`src/rtl/dda_move_splitter.sv`:
```
// Splits signed relative moves into rate-limited chunks and streams them into the
// DDA generator's chunk buffer, throttled by its full flag; abort flushes the buffer.
module dda_move_splitter #(
    parameter int WR_HIGH   = 2,
    parameter int WR_GAP    = 2,
    parameter int LS_CYCLES = 2
) (
    input  logic        clk,
    input  logic        rst_n,
    input  logic        cmd_valid,
    output logic        cmd_ready,
    input  logic [15:0] cmd_steps,
    input  logic [6:0]  cmd_rate,
    input  logic        abort,
    input  logic        flag_full,
    output logic        wr,
    output logic [7:0]  nx,
    output logic        ls,
    output logic        busy,
    output logic        done,
    output logic        aborted,
    output logic [15:0] remaining
);

    typedef enum logic [2:0] {
        S_IDLE,
        S_CHECK,
        S_WRITE,
        S_GAP,
        S_FLUSH
    } state_t;

    state_t      state_q, state_d;
    logic [7:0]  cnt_q, cnt_d;
    logic        dir_q, dir_d;
    logic [6:0]  rate_q, rate_d;
    logic [15:0] remaining_q, remaining_d;
    logic [7:0]  nx_q, nx_d;
    logic        done_q, done_d;
    logic        aborted_q, aborted_d;

    logic [15:0] cmd_mag;
    logic [6:0]  chunk;

    // Two's-complement negate; -32768 maps onto 0x8000, which is its magnitude.
    assign cmd_mag   = cmd_steps[15] ? (~cmd_steps + 16'd1) : cmd_steps;
    assign chunk     = ({9'd0, rate_q} < remaining_q) ? rate_q : remaining_q[6:0];
    assign cmd_ready = (state_q == S_IDLE) & ~abort & rst_n;

    always_comb begin
        state_d     = state_q;
        cnt_d       = cnt_q;
        dir_d       = dir_q;
        rate_d      = rate_q;
        remaining_d = remaining_q;
        nx_d        = nx_q;
        done_d      = 1'b0;
        aborted_d   = 1'b0;

        if (abort && state_q != S_FLUSH) begin
            state_d     = S_FLUSH;
            cnt_d       = 8'd0;
            remaining_d = 16'd0;
        end else begin
            case (state_q)
                S_IDLE: begin
                    if (cmd_valid && cmd_ready) begin
                        dir_d       = cmd_steps[15];
                        remaining_d = cmd_mag;
                        rate_d      = (cmd_rate == 7'd0) ? 7'd1 : cmd_rate;
                        if (cmd_mag == 16'd0) begin
                            done_d = 1'b1;
                        end else begin
                            state_d = S_CHECK;
                        end
                    end
                end
                S_CHECK: begin
                    if (!flag_full) begin
                        nx_d    = {dir_q, chunk};
                        cnt_d   = 8'd0;
                        state_d = S_WRITE;
                    end
                end
                S_WRITE: begin
                    // The chunk only counts as written once the full strobe completes.
                    if (cnt_q == 8'(WR_HIGH - 1)) begin
                        remaining_d = remaining_q - {9'd0, nx_q[6:0]};
                        cnt_d       = 8'd0;
                        state_d     = S_GAP;
                    end else begin
                        cnt_d = cnt_q + 8'd1;
                    end
                end
                S_GAP: begin
                    if (cnt_q == 8'(WR_GAP - 1)) begin
                        cnt_d = 8'd0;
                        if (remaining_q == 16'd0) begin
                            state_d = S_IDLE;
                            done_d  = 1'b1;
                        end else begin
                            state_d = S_CHECK;
                        end
                    end else begin
                        cnt_d = cnt_q + 8'd1;
                    end
                end
                S_FLUSH: begin
                    // LS high for LS_CYCLES, then one low cycle before leaving.
                    if (cnt_q == 8'(LS_CYCLES)) begin
                        cnt_d = 8'd0;
                        if (!abort) begin
                            state_d   = S_IDLE;
                            aborted_d = 1'b1;
                        end
                    end else begin
                        cnt_d = cnt_q + 8'd1;
                    end
                end
                default: begin
                    state_d = S_IDLE;
                    cnt_d   = 8'd0;
                end
            endcase
        end
    end

    always_ff @(posedge clk) begin
        if (!rst_n) begin
            state_q     <= S_IDLE;
            cnt_q       <= 8'd0;
            dir_q       <= 1'b0;
            rate_q      <= 7'd1;
            remaining_q <= 16'd0;
            nx_q        <= 8'd0;
            done_q      <= 1'b0;
            aborted_q   <= 1'b0;
        end else begin
            state_q     <= state_d;
            cnt_q       <= cnt_d;
            dir_q       <= dir_d;
            rate_q      <= rate_d;
            remaining_q <= remaining_d;
            nx_q        <= nx_d;
            done_q      <= done_d;
            aborted_q   <= aborted_d;
        end
    end

    assign wr        = (state_q == S_WRITE);
    assign ls        = (state_q == S_FLUSH) && (cnt_q < 8'(LS_CYCLES));
    assign busy      = (state_q != S_IDLE);
    assign nx        = nx_q;
    assign done      = done_q;
    assign aborted   = aborted_q;
    assign remaining = remaining_q;

endmodule

```
`config.mk`:
```
export PLATFORM = sky130hd
export DESIGN_NAME = dda_move_splitter
export DESIGN_NICKNAME = d
export VERILOG_FILES = /design/src/rtl/dda_move_splitter.sv
export SDC_FILE = /design/constraint.sdc
export NUM_CORES = 1
export LEC_CHECK = 0
export BUFFER_PORTS_ARGS = -buffer_cell sky130_fd_sc_hd__buf_2
export CAP_MARGIN = 40
export CORE_UTILIZATION = 50
export CTS_CLUSTER_SIZE = 25
export DETAILED_ROUTE_END_ITERATION = 16
export PLACE_DENSITY = 0.8
export SLEW_MARGIN = 5
export SYNTH_ARGS = -nofsm -noshare
export SYNTH_HDL_FRONTEND = slang
export SYNTH_SLANG_ARGS = --single-unit
export TNS_END_PERCENT = 10
```
`constraint.sdc`:
```
create_clock -name clk -period 3.63 [get_ports clk]
set_input_delay 0.5445 -clock clk [delete_from_list [all_inputs] [get_ports clk]]
set_output_delay 0.5445 -clock clk [all_outputs]
set_load 0.01 [all_outputs]
```
# Word-level counts from Yosys, hierarchy flattened
# Index checks and enable logic that the tools add are counted.
[op_classes]
add_sub_neg = 3
n_lt_le_gt_ge = 2
eq_ne = 21
n_mux = 26
bitwise = 10
reduce_logical = 18
[ops]
columns = ["cell", "count"]
rows = [
  ["$mux W16", 3],
  ["$logic_not A16 Y1", 2],
  ["$pmux W16 S2", 1],
  ["$pmux W8 S4", 1],
  ["$mux W3", 8],
  ["$mux W8", 3],
  ["$ne A3 B3 Y1 const B", 6],
  ["$add A16 B1 Y16 const B", 1],
  ["$lt A7 B16 Y1", 1],
  ["$not A16 Y16", 1],
  ["$sub A16 B7 Y16", 1],
  ["$pmux W3 S5", 1],
  ["$mux W7", 2],
  ["$reduce_and A7 Y1", 2],
  ["$ne A2 B2 Y1 const B", 5],
  ["$reduce_and A3 Y1", 3],
  ["$add A8 B1 Y8 const B", 1],
  ["$eq A8 B1 Y1 const B", 1],
  ["$eq A8 B2 Y1 const B", 1],
  ["$lt A8 B2 Y1 const B", 1],
  ["$logic_not A7 Y1", 1],
  ["$not A1 Y1", 7],
  ["$eq A3 B2 Y1 const B", 2],
  ["$mux W1", 6],
  ["other kinds (13)", 19],
]
[totals]
register_bits = 45
output_inout_bits = 30
elab_cells = 89

# Depth between registers and ports, before layout
# Gate-level depths: netlist of the first run.
[depth]
ltp_word = 8
depth_mapped = 9
depth_no_buf = 9

# Worst setup path before layout of the first run
# Ideal clock, no wire load.
[synth_timing]
path_kind = "reg-to-reg"
from = "register remaining_q[0], in the netlist remaining[0]"
to = "register remaining_q[12], in the netlist remaining[12]"
setup_time_ns = 0.086
arrival_time_ns = 2.045
required_time_ns = 3.544
path_slack_ns = 1.500
stages_incl_launch_ff = 10
n_path_buf = 0
period_less_slack_ns = 2.130
cell_sequence = "dfxtp_1 inv_1 ha_1 fa_1 nand2b_1 a21oi_1 o31ai_1 nand3_1 o2bb2ai_1 a211oi_1"
[synth_via]
elab_chain_cells = 3
[synth_lines]
columns = ["element", "line_no", "text"]
rows = [
  ["start: declaration", "37", "logic [15:0] remaining_q, remaining_d;"],
  ["start signal: assignment", "143", "remaining_q <= remaining_d;"],
  ["$sub A16 B7 Y16", "88", "remaining_d = remaining_q - {9'd0, nx_q[6:0]};"],
  ["$mux W16", "87", "if (cnt_q == 8'(WR_HIGH - 1)) begin"],
  ["$pmux W16 S2", "65", "case (state_q)"],
]
# Every way passes these cells. The select of a mux whose other input is x is not followed.
# A chain may end at the register's enable or synchronous reset.

# Final worst setup path of the first run
[layout_timing]
from = "register state_q[2]"
to = "register remaining_q[4], in the netlist remaining[4]"
[layout_via]
elab_chain_cells = 6
[layout_lines]
columns = ["element", "line_no", "text"]
rows = [
  ["start: declaration", "33", "state_t state_q, state_d;"],
  ["start signal: assignment", "139", "state_q <= state_d;"],
  ["$logic_not A3 Y1", "48, 65", ""],
  ["$and A1 B1 Y1 (2 in a row)", "48", "assign cmd_ready = (state_q == S_IDLE) & ~abort & rst_n;"],
  ["$logic_and A1 B1 Y1", "67", "if (cmd_valid && cmd_ready) begin"],
  ["$ne A2 B1 Y1 (no line)", "-", ""],
  ["$reduce_and A3 Y1 (no line)", "-", ""],
]
# Parallel ways exist; a longest one is shown, timed or not.

==> run metrics, run 1 <==
antenna violations before repair=0; type of the worst setup path=flip-flop to flip-flop; share of cell area taken by muxes after synthesis=0.6503%; Yosys warnings=0; simple-gate share of the synthesized area=a little over a quarter; vias in the first global route=~3,100; PnR Total Power=approximately 1.3 mW; layer with the highest usage=met2; final clock skew=0.01110 ns; most used flip-flop cell after synthesis=dfxtp_1; number of setup violations in the final report=0; Layout fillers=roughly 580; Final Net Count=between 500 and 600; Critical-path top delay cell=a211o_1; CTS clk-pin slew, worst paths=about 0.09 ns; fraction of registers with async set or reset after synthesis=0%; cell types occupying the most area after synthesis=dfxtp_1 (28%), ha_1 (6.5%), o21ai_0 (5.4%); total setup buffers inserted after CTS=0; crit path cell chain=nor3_2 > nand3_1 > a211o_1 > a211oi_1 > a211oi_1; detailed-route DRC error count=0; maximum clock frequency=approximately 390 MHz; detail-routed net length per standard cell=16.38 um; path type of the worst min-delay path=input pin to flip-flop; final design area excluding fillers=around 0.0037 mm2; Die Footprint=between 0.006 and 0.007 mm2; Mapped Avg Cell Area=~7.7 um2; post-synthesis register bit count=45; placeable core region=about 0.0063 mm2; met1 usage in global routing=35.03%; Area Growth Syn to Fin=13.50%; met3 capacity usage during global routing=5.070%; maximum number of pins on one net before global-route repair=23; ranking of synthesized cells by instance count=dfxtp_1 (45), nor2_1 (42), o21ai_0 (35); Max Transition Viols Final=0; Final Hold Vio Count=0; CTS H-Tree Depth=2; hold path depth=3; count of routing violations after the opening detailed-route iteration=307; Chip Width=about 83 um; HPWL after detailed placement=6.714 mm; most repeated cell in the gate-level netlist after synthesis=dfxtp_1; outcome=finished clean; unrepaired setup endpoints after global routing=false; maximum single-stage delay on the critical path=between 0.6 and 0.7 ns; number of flops mapped to enable cells by yosys=0; Starting Density=51.51%; wire length after detailed routing=between 9 and 10 mm; antenna violation net count after detailed routing=0; distinct cell type count after synthesis=66; number of antenna diodes=0; synthesized instance count=426; Leak=approximately 1.5 nW; number of maximum-capacitance violations=0; Worst Path Required=3.80 ns; period utilisation layout=between 70% and 80%; transition time of the tightest slew-check pin=approximately 0.76 ns; met2 Usage GRT=between 40 and 50%; total gr overflow=0; synthesized-area fraction occupied by adder cells=under 10%; TritonCTS clock tree=yes; count of hold buffers inserted by post-cts repair=0; Root Buffer=clkbuf_8; worst skew pair latency=between 0.3 and 0.4 ns; critical path peak fanout=20; peak supply drop=roughly 0.23 mV; logic depth of the worst register-to-register path=5; sort of element at the start of the critical path=flip-flop; total CTS buffers=5; area share of the largest cell type after synthesis=between 20 and 30%; Slew headroom=between 40% and 50%; Worst Setup End Kind=flip-flop; final period demand of the worst path=2.572 ns; Synth Net Count=472; I/O pin count=58; total power per unit cell area=356.3 mW/mm2; Setup TNS=0 ns; cell type contributing the most total cell area after synthesis=dfxtp_1; GPL Wtd Cong=0.9289; post-cts gate resize count=0; library cell appearing most often on the critical path=a211oi_1; vias after detailed routing=~3,500; worst endpoint data arrival time=between 2 and 3 ns; Rows=29; total number of clock tree sinks=45; gr usage total=26.27%; share of cells above drive strength 1=about 18%; post-synthesis xor/xnor area fraction=under 10%; I/O Buffers=57; Mapped Area=between 0.003 and 0.004 mm2; sequential share of the synthesized area=27.54%; via density per instance=around 6.3; First-pass DRT Iterations=5; first-pass GRT wire length=~15 mm; die height=between 80 and 90 um; complex-gate fraction of the synthesized area=28.23%; clock buffer depth=2; total placed instance area=~0.0036 mm2; dominant combinational cell family by area after synthesis=compound AO/OA/AOI/OAI gates
-- critical path: cells and delay by family, from the launching register on --
kind             cells  cell delay, ns
AO/OA/AOI/OAI        3            1.12
flip-flops           1            0.44
AND/OR/NAND/NOR      2            0.88
-- metrics by stage --
stage | worst slack [ns] | std cells | util (%) | hold WS [ns]
detailed placement | 1.071 | 545 | 56.75 | 0.4681
global placement | 1.154 | 544 | 56.67 | 0.4671
CTS | 1.092 | 552 | 58.38 | 0.4380
global route | 0.8582 | 553 | 58.46 | 0.4396
finish | 1.058 | 553 | 58.46 | 0.4358
floorplan | 1.500 | 426 | - | 0.4437
-- kinds of logic after synthesis --
kind of cell	count (synthesis)
DFF	45
buffers and inverters	39
muxes	2
adders and majority gates	18
AOI/OAI and AO/OA	137
xor gates and xnor gates	19
and+or+nand+nor	166
-- state kept, by name, indices dropped and copies added, names as in the netlist --
name	count
state_q	3
aborted	1
cnt_q	8
done	1
rate_q	7
nx	8
remaining	16
dir_q	1
-- cell type report --
cell class / instances / area, um2 / share of cell area [%]
Clock buffer: 5 / 68.82 / 1.854
Clock inverter: 2 / 35.03 / 0.9437
Inverter: 21 / 78.83 / 2.123
Multi-Input combinational cell: 342 / 2222 / 59.86
Sequential cell: 45 / 900.9 / 24.27
Tap cell: 77 / 96.34 / 2.595
Timing Repair Buffer: 61 / 310.3 / 8.359
-- placed cells by master, fill, tap and decap left out, types with 16 or more instances in the layout --
master	count
nor3_1	16
nand2_1	34
a21oi_1	17
o21ai_0	35
buf_2	59
a31oi_1	17
nor2_1	42
dfxtp_1	45
ha_1	17
inv_1	20
nand3_1	24
-- path summary, 6_finish.rpt --
| kind | slack (ns) | end | from |
|---|---|---|---|
| min | 0.44 | rate_q[5] | cmd_rate[5] |
| max | 1.06 | remaining[4] | state_q[2] |
| min reg2reg | 0.48 | rate_q[2] | rate_q[2] |
| max reg2reg | 1.06 | remaining[4] | state_q[2] |
-- where the power goes --
group	leakage (nW)	switching, mW	internal (mW)
clock network	0.0540	0.177	0.200
logic	1.07	0.248	0.150
registers	0.364	0.0340	0.514
-- layer usage --
| layer | share of wire (%) | routed length [um] |
|---|---|---|
| met5 | 0 | 0 |
| met4 | 1.4 | 127 |
| met3 | 7.7 | 698 |
| met2 | 48 | 4311 |
| met1 | 43 | 3919 |
(Power assumes the default switching activity.)
==> run 2: changes to the inputs <==
==> constraint.sdc (replaced) <==
create_clock -name clk -period 2.68 [get_ports clk]
set_input_delay 0.402 -clock clk [delete_from_list [all_inputs] [get_ports clk]]
set_output_delay 0.402 -clock clk [all_outputs]
set_load 0.01 [all_outputs]
==> run 2 against run 1 <==
Against the previous run: worst setup slack got worse by 0.80 ns; sequential power increased by 35%; utilization increased by 0.47 points; fmax increased by 6.3%; via count decreased by 1.5%; sequential share of layout area decreased by 0.19 points; critical path depth increased by 5; cell area increased by 0.81%; largest cell class unchanged; largest power group unchanged.
==> run metrics, run 2 (synthesis results as in run 1) <==
outcome=finished clean; via density per instance=6.123 (-2.8%); PnR Total Power=1.722 mW (+30%); commonest non-fill, non-tap cells in the layout=buf_2 (58), dfxtp_1 (45), nor2_1 (42); TritonCTS clock tree=yes; share of cells above drive strength 1=19.05% (+1.2 points); antenna violation net count after detailed routing=0 (unchanged); Largest register FFs=16 (unchanged); Final Instance Count excl. Fillers=560 (+1.3%); worst skew pair latency=0.31 ns (about the same); number of maximum-capacitance violations=0 (unchanged); origin of the worst setup path=remaining[0]; Root Buffer=clkbuf_8; type of the worst setup path=flip-flop to flip-flop; vias in the first global route=3,103 (-1.2%); total setup buffers inserted after CTS=0 (unchanged); library cell appearing most often on the critical path=a21oi_1; end of the worst register-to-register path=remaining[8]; Leak=1.503 nW (+1.3%); HPWL after detailed placement=6.605 mm (-1.6%); total gr overflow=0 (unchanged); count of hold buffers inserted by post-cts repair=0 (unchanged); post-cts gate resize count=0 (unchanged); detailed-route DRC error count=0 (unchanged); sort of element at the start of the critical path=flip-flop; worst endpoint data arrival time=2.62 ns (-0.12 ns); wire length after detailed routing=8.658 mm (-4.4%); antenna violations before repair=0 (unchanged); Area Growth Syn to Fin=14.42%; reg-to-reg critical path startpoint=remaining[0]; Slew headroom=54.89% (+5.9 points); peak supply drop=0.3145 mV (+36%); die height=82.88 um (unchanged); count of routing violations after the opening detailed-route iteration=220 (-28%); critical path capture point=remaining[8]; period utilisation layout=90.25% (+19 points); total power per unit cell area=460.1 mW/mm2 (+29%); critical path peak fanout=8 (-60%); Worst Setup End Kind=flip-flop; number of setup violations in the final report=0 (unchanged); unrepaired setup endpoints after global routing=false; first-pass GRT wire length=14.61 mm (-2.3%); clock buffer depth=2 (unchanged); number of cells after detailed placement=551 (+1.1%); I/O Buffers=57 (unchanged); final period demand of the worst path=2.419 ns (-0.1535 ns); path type of the worst min-delay path=input pin to flip-flop; GPL Wtd Cong=0.9050 (-2.6%); number of antenna diodes=0 (unchanged); vias after detailed routing=3,429 (-1.5%); Final Net Count=528 (+1.1%); total number of clock tree sinks=45 (unchanged); Setup TNS=0 ns (unchanged); Starting Density=51.51% (unchanged); Critical-path top delay cell=dfxtp_1; Rows=29 (unchanged); maximum clock frequency=413.4 MHz (+6.3%); Die Footprint=0.006869 mm2 (unchanged); final clock skew=0.008728 ns (-0.002374 ns); I/O pin count=58 (unchanged); gr usage total=25.59% (-0.68 points); detail-routed net length per standard cell=15.46 um (-5.6%); First-pass DRT Iterations=5 (unchanged); Reg2Reg Setup Slack=0.26 ns (-0.80 ns); transition time of the tightest slew-check pin=0.6766 ns (-0.08679 ns); maximum number of pins on one net before global-route repair=22 (-4.3%); Chip Width=82.88 um (unchanged); Max Transition Viols Final=0 (unchanged); leading cell type in the layout, fill and taps excluded=buf_2; placeable core region=0.006350 mm2 (unchanged); Final Hold Vio Count=0 (unchanged); CTS clk-pin slew, worst paths=0.09 ns (about the same); logic depth of the worst register-to-register path=10 (+5); total CTS buffers=5 (unchanged); maximum single-stage delay on the critical path=0.44 ns (-0.20 ns); crit path cell chain=inv_1 > ha_1 > fa_1 > nand2b_1 > a21oi_1 > o31ai_1 > buf_2 > a21oi_1 > nor2_1 > o221a_2; Worst Path Required=2.88 ns (-0.92 ns); CTS H-Tree Depth=2 (unchanged)
[run 2: changes by cell type in the layout (fill, tap and decap cells not counted)]
| cell | previous run | this run |
|---|---|---|
| clkinvlp_4 | 0 | 1 |
| buf_4 | 2 | 9 |
| clkinv_2 | 1 | 2 |
| bufinv_16 | 1 | 0 |
| buf_2 | 59 | 58 |
[run 2: how the worst min path moves through the flow]
stage	start	to	slack [ns]	cells after the start
floorplan	dir_q	dir_q	0.44	2
global route	cmd_rate[3]	rate_q[3]	0.29	3
finish	cmd_rate[1]	rate_q[1]	0.29	3
detailed placement	rate_q[3]	rate_q[3]	0.47	2
CTS	cmd_rate[1]	rate_q[1]	0.28	3
global placement	rate_q[6]	rate_q[6]	0.47	2
[run 2: area by class of cell]
cell class / instances / area, um2
multi-input combinational: 342 / 2222
clock inverter: 3 / 17.52
inverter: 21 / 78.83
sequential: 45 / 900.9
timing repair buffer: 67 / 357.8
clock buffer: 5 / 68.82
fill: 580 / 2608
tap: 77 / 96.34
[run 2: metrics by stage]
stage	utilization (%)	area, um2	setup WS [ns]	hold slack [ns]
after global placement	57.50	3651	0.3800	0.4660
after global routing	58.94	3742	0.1234	0.2870
final	58.94	3742	0.2612	0.2867
after CTS	58.86	3737	0.08668	0.2813
after floorplan	-	3271	0.5497	0.4437
after detailed placement	57.50	3651	0.1370	0.4707
[run 2: routing by layer]
| layer | global-route usage [%] | wire, um | vias up |
|---|---|---|---|
| li1 | - | - | 1701 |
| met1 | 34.23 | 3878 | 1585 |
| met2 | 41.73 | 4123 | 120 |
| met3 | 4.573 | 482 | 23 |
| met4 | 8.307 | 173 | 0 |
| met5 | 0 | 0 | - |
[run 2: power breakdown]
group,switching (mW),leakage [nW],internal (mW),total (mW)
clock,0.247,0.0439,0.180,0.427
sequential,0.0448,0.364,0.696,0.741
combinational,0.334,1.09,0.220,0.554
[run 2: critical path: cells and delay by family, from the launching register on]
kind,cells,cell delay [ns]
AND/OR/NAND/NOR,2,0.25
adder cells (fa/ha/maj),2,0.60
flip-flops,1,0.44
buffers and inverters,2,0.26
AO/OA/AOI/OAI,4,0.77
==> run 3: changes to the inputs <==
--- a/config.mk
+++ b/config.mk
@@ -7,10 +7,10 @@
 export LEC_CHECK = 0
 export BUFFER_PORTS_ARGS = -buffer_cell sky130_fd_sc_hd__buf_2
 export CAP_MARGIN = 40
-export CORE_UTILIZATION = 50
+export CORE_UTILIZATION = 54
 export CTS_CLUSTER_SIZE = 25
 export DETAILED_ROUTE_END_ITERATION = 16
-export PLACE_DENSITY = 0.8
+export PLACE_DENSITY = 0.84
 export SLEW_MARGIN = 5
 export SYNTH_ARGS = -nofsm -noshare
 export SYNTH_HDL_FRONTEND = slang
==> run 3 against run 2 <==
Against the previous run: combinational power shrank 2%; final cell count shrank 1.3%; highest routed layer unchanged; hold slack gained 0.013 ns; sequential power is essentially flat; via count grew 3.9%.
==> run metrics, run 3 (synthesis results as in run 1) <==
met2 Usage GRT=50.09% (+8.4 points); maximum clock frequency=427.6 MHz (+3.4%); Area Growth Syn to Fin=14.92%; maximum single-stage delay on the critical path=0.42 ns (-0.02 ns); sort of element at the start of the critical path=flip-flop; antenna violations before repair=0 (unchanged); end of the worst register-to-register path=remaining[8]; number of antenna diodes=0 (unchanged); Final Net Count=526 (-0.38%); antenna violation net count after detailed routing=0 (unchanged); buffers and inverters on the worst path=1 (-1); final clock skew=0.002531 ns (-0.006196 ns); final design area excluding fillers=0.003759 mm2 (+0.43%); GPL Wtd Cong=0.9309 (+2.9%); multi-input logic area=0.002227 mm2 (+0.23%); final design utilization=66.23% (+7.3 points); Worst Path Required=2.88 ns (about the same); reg-to-reg critical path startpoint=remaining[0]; transition time of the tightest slew-check pin=0.6924 ns (+0.01573 ns); detail-routed net length per standard cell=16.39 um (+6.0%); I/O pin count=58 (unchanged); leading cell type in the layout, fill and taps excluded=buf_2; maximum number of pins on one net before global-route repair=22 (unchanged); critical path capture point=remaining[8]; Root Buffer=clkbuf_8; HPWL after detailed placement=6.832 mm (+3.4%); met3 capacity usage during global routing=4.686% (+0.11 points); period utilisation layout=87.26% (-3.0 points); worst hold slack across all endpoints=0.2996 ns (+0.01291 ns); total setup buffers inserted after CTS=0 (unchanged); first-pass GRT wire length=14.59 mm (-0.19%); worst skew pair latency=0.30 ns (about the same); worst endpoint data arrival time=2.53 ns (-0.09 ns); Reg2Reg Setup Slack=0.34 ns (+0.08 ns); final period demand of the worst path=2.338 ns (-0.08033 ns); vias after detailed routing=3,564 (+3.9%); Critical-path top delay cell=dfxtp_1; gr usage total=28.92% (+3.3 points); share of cells above drive strength 1=18.71% (-0.34 points); type of the worst setup path=flip-flop to flip-flop; critical path peak fanout=8 (unchanged); First-pass DRT Iterations=5 (unchanged); sequential standard cell area=900.9 um2 (unchanged); hold path start=cmd_rate[6]; outcome=finished clean; path type of the worst min-delay path=input pin to flip-flop; number of cells on the critical path=9 (-1); total CTS buffers=5 (unchanged); Die Footprint=0.006372 mm2 (-7.2%); crit path cell chain=inv_1 > ha_1 > fa_1 > nand2b_1 > a21oi_1 > o31ai_2 > a21oi_1 > nor2_1 > o221a_2; layer with the highest usage=met2; vias in the first global route=3,261 (+5.1%); Rows=27 (-6.9%); TritonCTS clock tree=yes; wire length after detailed routing=9.064 mm (+4.7%); number of maximum-capacitance violations=0 (unchanged); met1 usage in global routing=35.19% (+0.97 points); I/O Buffers=57 (unchanged); logic depth of the worst register-to-register path=9 (-1); unrepaired setup endpoints after global routing=false; Slew headroom=53.84% (-1.0 points); Final Hold Vio Count=0 (unchanged); CTS H-Tree Depth=2 (unchanged); number of setup violations in the final report=0 (unchanged); Largest register FFs=16 (unchanged); peak supply drop=0.3616 mV (+15%); Chip Width=79.83 um (-3.7%); count of routing violations after the opening detailed-route iteration=291 (+32%); commonest non-fill, non-tap cells in the layout=buf_2 (57), dfxtp_1 (45), nor2_1 (42); total power per unit cell area=483.3 mW/mm2 (+5.1%); total number of clock tree sinks=45 (unchanged); placeable core region=0.005675 mm2 (-11%); via density per instance=6.445 (+5.3%); Leak=1.511 nW (+0.51%); Starting Density=57.63% (+6.1 points); Layout fillers=510 (-12%); total placed instance area=0.003637 mm2 (-0.38%); Max Transition Viols Final=0 (unchanged); detailed-route DRC error count=0 (unchanged); CTS clk-pin slew, worst paths=0.08 ns (about the same); die height=79.83 um (-3.7%); library cell appearing most often on the critical path=a21oi_1; Setup TNS=0 ns (unchanged); origin of the worst setup path=remaining[0]; Worst Setup End Kind=flip-flop; cell family with the largest share of critical-path delay=compound AO/OA/AOI/OAI gates; clock buffer depth=2 (unchanged); total gr overflow=0 (unchanged)
-- run 3: metrics by stage --
| step | setup slack (ns) | power (mW) | instances |
|---|---|---|---|
| after floorplan | 0.5497 | 1.121 | 426 |
| after global placement | 0.4047 | 1.264 | 545 |
| after detailed placement | 0.2214 | 1.281 | 545 |
| after CTS | 0.1702 | 1.809 | 553 |
| after global routing | 0.1253 | 1.911 | 553 |
| final | 0.3415 | 1.817 | 553 |
-- run 3: per-layer routing --
| layer | part of all wire (%) | vias up | wire length [um] |
|---|---|---|---|
| met5 | 0 | - | 0 |
| met4 | 2.8 | 0 | 252 |
| met1 | 41 | 1659 | 3737 |
| li1 | - | 1695 | - |
| met2 | 48 | 185 | 4352 |
| met3 | 8.0 | 25 | 722 |
-- run 3: final cells by class --
class,instances,area share [%]
flip-flops and latches,45,23.97
multi-input cells,342,59.25
well taps,72,2.397
repair buffers,65,9.188
clock inverters,1,0.7989
clock buffers,7,2.297
inverters,21,2.097
-- run 3: worst reg2reg max path, cell delays in order, from the launching register on --
cell and delay [ns]:
dfxtp_1 0.42, inv_1 0.07, ha_1 0.21, fa_1 0.39
nand2b_1 0.19, a21oi_1 0.28, o31ai_2 0.20, a21oi_1 0.17
nor2_1 0.05, o221a_2 0.27
-- run 3: timing repair --
action	CTS	global route
setup endpoints to repair	0	2
hold buffers	0	0
resized for setup	0	1
-- run 3: power breakdown --
group | switching, mW | leakage (nW) | total (mW) | internal (mW)
Clock | 0.230 | 0.0585 | 0.534 | 0.304
Combinational | 0.330 | 1.09 | 0.541 | 0.211
Sequential | 0.0455 | 0.364 | 0.742 | 0.696
-- run 3: worst min-delay path by stage --
stage | slack, ns | to | cells past startpoint
2_1_floorplan | 0.44 | dir_q | 2
3_3_place_gp | 0.46 | dir_q | 2
3_5_place_dp | 0.48 | rate_q[6] | 2
4_1_cts | 0.30 | rate_q[4] | 3
5_1_grt | 0.31 | rate_q[6] | 3
6_report | 0.30 | rate_q[6] | 3
